===== src/rtl/pipeline_hazard_ctrl.sv =====
// Pipeline hazard controller for the RV32I core.
// Owns every stall, bubble and flush decision for IF/ID, ID/EX and EX/MEM.
module pipeline_hazard_ctrl #(
  parameter int LOAD_STALL_CYCLES = 1,
  parameter int FLUSH_CYCLES      = 1,
  parameter int CNT_W             = 16
) (
  input  logic             clk,
  input  logic             rst,
  input  logic [4:0]       ifid_rs1,
  input  logic [4:0]       ifid_rs2,
  input  logic             ifid_rs1_used,
  input  logic             ifid_rs2_used,
  input  logic [4:0]       idex_rd,
  input  logic             idex_mem_read,
  input  logic             ex_mispredict,
  input  logic             mem_busy,
  output logic             pc_en,
  output logic             ifid_en,
  output logic             idex_en,
  output logic             exmem_en,
  output logic             ifid_flush,
  output logic             idex_flush,
  output logic [1:0]       ctrl_state,
  output logic [CNT_W-1:0] stall_count
);

  typedef enum logic [1:0] {
    RUN    = 2'd0,
    LSTALL = 2'd1,
    FLUSH  = 2'd2,
    MWAIT  = 2'd3
  } state_e;

  localparam logic [3:0] LSC_L = 4'(LOAD_STALL_CYCLES);
  localparam logic [3:0] FC_L  = 4'(FLUSH_CYCLES);
  localparam logic [2:0] LSC_1 = (LOAD_STALL_CYCLES > 1) ? 3'd1 : 3'd0;
  localparam logic [2:0] FC_1  = (FLUSH_CYCLES > 1) ? 3'd1 : 3'd0;
  localparam state_e     LS_NX = (LOAD_STALL_CYCLES > 1) ? LSTALL : RUN;
  localparam state_e     FL_NX = (FLUSH_CYCLES > 1) ? FLUSH : RUN;

  state_e           state_q, state_d;
  logic [2:0]       cnt_q, cnt_d;
  logic             pend_q, pend_d;
  logic [CNT_W-1:0] stall_q;

  logic       hz, mp;
  logic [3:0] cnt_inc;
  logic       pc_c, ifid_c, idex_c, exmem_c;
  logic       ifl_c, idfl_c;

  assign hz = idex_mem_read && (idex_rd != 5'd0) &&
              ((ifid_rs1_used && (ifid_rs1 == idex_rd)) ||
               (ifid_rs2_used && (ifid_rs2 == idex_rd)));

  // A mispredict parked during a memory wait is replayed as a fresh one.
  assign mp = ex_mispredict || ((state_q == MWAIT) && pend_q);

  assign cnt_inc = {1'b0, cnt_q} + 4'd1;

  // Next-state and stage controls, priority mem_busy > mispredict > load-use.
  always_comb begin
    state_d = state_q;
    cnt_d   = cnt_q;
    pend_d  = pend_q;
    pc_c    = 1'b1;
    ifid_c  = 1'b1;
    idex_c  = 1'b1;
    exmem_c = 1'b1;
    ifl_c   = 1'b0;
    idfl_c  = 1'b0;
    if (mem_busy) begin
      pc_c    = 1'b0;
      ifid_c  = 1'b0;
      idex_c  = 1'b0;
      exmem_c = 1'b0;
      pend_d  = mp;
      cnt_d   = 3'd0;
      state_d = MWAIT;
    end else if (mp) begin
      ifl_c   = 1'b1;
      idfl_c  = 1'b1;
      pend_d  = 1'b0;
      cnt_d   = FC_1;
      state_d = FL_NX;
    end else begin
      unique case (state_q)
        FLUSH: begin
          ifl_c  = 1'b1;
          idfl_c = 1'b1;
          if (cnt_inc >= FC_L) begin
            cnt_d   = 3'd0;
            state_d = RUN;
          end else begin
            cnt_d = cnt_inc[2:0];
          end
        end
        LSTALL: begin
          pc_c   = 1'b0;
          ifid_c = 1'b0;
          idfl_c = 1'b1;
          if (cnt_inc >= LSC_L) begin
            cnt_d   = 3'd0;
            state_d = RUN;
          end else begin
            cnt_d = cnt_inc[2:0];
          end
        end
        default: begin
          if (hz) begin
            pc_c    = 1'b0;
            ifid_c  = 1'b0;
            idfl_c  = 1'b1;
            cnt_d   = LSC_1;
            state_d = LS_NX;
          end else begin
            cnt_d   = 3'd0;
            state_d = RUN;
          end
        end
      endcase
    end
  end

  // State, stall-length counter and parked mispredict.
  always_ff @(posedge clk or posedge rst) begin
    if (rst) begin
      state_q <= RUN;
      cnt_q   <= 3'd0;
      pend_q  <= 1'b0;
    end else begin
      state_q <= state_d;
      cnt_q   <= cnt_d;
      pend_q  <= pend_d;
    end
  end

  // Saturating count of cycles in which the PC was held.
  always_ff @(posedge clk or posedge rst) begin
    if (rst) begin
      stall_q <= '0;
    end else if (!pc_c && (stall_q != {CNT_W{1'b1}})) begin
      stall_q <= stall_q + CNT_W'(1);
    end
  end

  assign pc_en       = pc_c & ~rst;
  assign ifid_en     = ifid_c & ~rst;
  assign idex_en     = idex_c & ~rst;
  assign exmem_en    = exmem_c & ~rst;
  assign ifid_flush  = ifl_c & ~rst;
  assign idex_flush  = idfl_c & ~rst;
  assign ctrl_state  = state_q;
  assign stall_count = stall_q;

endmodule


===== config.mk =====
export PLATFORM = sky130hd
export DESIGN_NAME = pipeline_hazard_ctrl
export DESIGN_NICKNAME = d
export VERILOG_FILES = /design/src/rtl/pipeline_hazard_ctrl.sv
export SDC_FILE = /design/constraint.sdc
export NUM_CORES = 1
export LEC_CHECK = 0
export ABC_AREA = 1
export CORE_ASPECT_RATIO = 1.25
export CORE_MARGIN = 2
export CORE_UTILIZATION = 50
export DETAILED_ROUTE_END_ITERATION = 12
export GPL_TIMING_DRIVEN = 0
export PLACE_DENSITY = 0.85
export SLEW_MARGIN = 25
export SYNTH_ARGS = -nofsm -noshare
export SYNTH_HDL_FRONTEND = slang
export SYNTH_SLANG_ARGS = --single-unit

===== constraint.sdc =====
create_clock -name clk -period 3.7 [get_ports clk]
set_clock_uncertainty 0.05 [all_clocks]
set_input_delay 0.555 -clock clk [delete_from_list [all_inputs] [get_ports clk]]
set_output_delay 0.555 -clock clk [all_outputs]
set_load 0.03 [all_outputs]

==> reports/qor.yml <==
synthTopCellsByCount: "nand2_1, inv_1, dfrtp_1"
synth.ff_latch_count: 18
synth_top_area_share: 0.312
layout_min_cycle_time_ps: 3090
num_rows: 21
cts-buffers-inserted: 3
grt_pass1_wl_um: 5670
drv_cap: 0
synth_largest_area_cell: "dfrtp_1"
maxSlewHeadroom: 0.523
final_area_um2: 1960
yosysWarnings: 0
p_total_uw: 603
die_area_um2: 3340
cp_max_fo: 3
synthCells: 212
ff2ff_setup_slack_ps: 1970
crit_family: "buffers and inverters"
rr_worst_depth: 8
diodes: 0
ys_async_sr_fraction: 1.00
place_hpwl_um: 2550
start_util: 0.534
status: "finished clean"
setup-tns-final_ps: 0
synth_xor_area_frac: 0.0485
postCtsSetupBuffers: 0
worst-path-buf-inv: 5
cp.required_ps: 3090
synth.avg_cell_area_um2: 6.81
max_freq_mhz: 323
synth-simple-area-share: 0.482
grt_pass1_vias: 1356
setup_violations: 0
cpMostUsedCell: "nand2_1"
ir_worst_vdd_v: 0.000382
ys.flop_type: "dfrtp_1"
hold_viol_final: 0
min_to: "stall_count[15]$_DFFE_PP0P_"
postCtsHoldBufs: 0
grt.total_usage: 0.220
seqCellArea_um2: 450
n_fill_cell: 224
reg2reg_from: "stall_count[0]$_DFFE_PP0P_"
synthDistinctLibCells: 27
die_h_um: 64.1
regToRegEndpoint: "stall_count[12]$_DFFE_PP0P_"
drt_first_pass_iters: 4
viasPerCell: 4.71
die_w_um: 52.1
wl_per_cell_um: 11.2
multi_input_area_um2: 802
clock_sinks: 18
synth_edf_count: 0
whs_path_depth: 2
synth_nets: 235
final.period_utilization: 0.836
area_growth_pct: 35.7
crit_start: "idex_rd[1]"
rsz0062_at_grt: "false"
hp-start: "stall_count[15]$_DFFE_PP0P_"
synth_top_family_by_area: "simple AND/OR/NAND/NOR gates"
crit_type: "input pin to output port"
insertion_delay_ps: 300
tritoncts: "yes"
leakagePower_uw: 0.00101
final_max_slew_viol_count: 0
start_kind: "input pin"
wl_um: 3290
port_buffers: 45
fp.coreArea_um2: 2710
ctsLongestPathBuffers: 2
cts_resized: 0
dpl_cell_area_um2: 1940
cp.arrival_ps: 2490
htree_levels: 1
gr-total-overflow: 0
synth-adder-area-share: 0.00867
drc: 0
crit_chain: "clkdlybuf4s50_1 > inv_2 > nand2_1 > nand2_1 > nor2_1 > nand3_1 > nand2_1 > nand3_2 > nand2_1 > inv_1 > buf_4 > clkdlybuf4s50_1"
clkTransAtPathRegs_ps: 100
min_path_type: "register to register"
utilization: 0.724
vias: 1384
yosysMostFrequentCell: "nand2_1"
synthMuxAreaShare: 0
drive_gt1_frac: 0.158
worst_pin_slew_ps: 715
ant_nets: 0
cts-root-buf: "clkbuf_4"
ioPinCount: 46
powerDensity_nw_per_um2: 308
end_kind: "output port"
synth_area_um2: 1440
grt_max_degree: 19
cp_slowest_stage_delay_ps: 580
cp_slowest_cell: "clkdlybuf4s50_1"
gp_congestion: 0.800
drt_iter0_drc: 33
synth_area_leaders: "dfrtp_1, nand2_1, nand3_2"
antenna_found_initial: 0
final_nets: 285
seq_area_frac_synth: 0.312
synth-compound-area-share: 0.0165
-- worst register-to-register path, delay by kind of cell, from the launching register on --
family / cells / cell delay (ps)
buffers and inverters: 1 / 80
adders and majority gates: 1 / 230
and+or+nand+nor: 6 / 790
DFF: 1 / 480
-- worst max path at each step --
| stage | slack [ps] | to | cells after the start |
|---|---|---|---|
| floorplan | 1390 | idex_flush | 4 |
| global placement | 630 | pc_en | 12 |
| detailed placement | 600 | pc_en | 12 |
| CTS | 590 | pc_en | 12 |
| global route | 460 | pc_en | 12 |
| finish | 610 | pc_en | 12 |
-- layout make-up --
cell class,count,share of cell area
buffer,6,0.0287
clock buffer,3,0.0115
inverter,36,0.0690
multi-input combinational,152,0.409
sequential,18,0.230
tap,34,0.0217
timing repair buffer,45,0.230
-- per-stage QoR --
step / hold WS (ps) / setup slack (ps) / instances
3_5_place_dp: 451 / 601 / 291
2_1_floorplan: 428 / 1390 / 212
4_1_cts: 474 / 590 / 294
6_report: 469 / 605 / 294
3_3_place_gp: 438 / 633 / 291
5_1_grt: 499 / 457 / 294
-- flip-flops by register name, indices dropped and copies added (netlist names) --
name	cells
stall_count	16
ctrl_state	1
pend_q	1
-- power by group --
part	total, uW	leakage (uW)	switching, uW	internal, uW
Combinational	246	0.000752	136	110
Clock	99.7	0.0000138	61.7	38.0
Sequential	257	0.000241	37.3	220
-- metal layers --
layer,vias to the layer above,part of all wire,track usage
met5,-,0,0
met4,0,0.016,0.0888
met3,5,0.060,0.0350
met2,43,0.47,0.370
met1,595,0.45,0.274
li1,741,-,-
-- placed cells by master (no fill, tap or decap), drive strengths merged --
master          n
nand3b          1
nor2           19
o21ai           2
ha              1
nand2          85
buf             6
or2             1
nor4            1
clkdlybuf4s50  45
xor2            5
xnor2           3
a21oi           2
nand3          25
clkbuf          3
nand4           3
inv            36
nor3            4
dfrtp          18
-- logic make-up after synthesis --
| logic type | count (synthesis) |
|---|---|
| AO/OA/AOI/OAI | 4 |
| XOR/XNOR | 8 |
| adder cells (fa/ha/maj) | 1 |
| buffers and inverters | 42 |
| flip-flops | 18 |
| AND/OR/NAND/NOR | 139 |
Power figures use the tool's default switching activity.
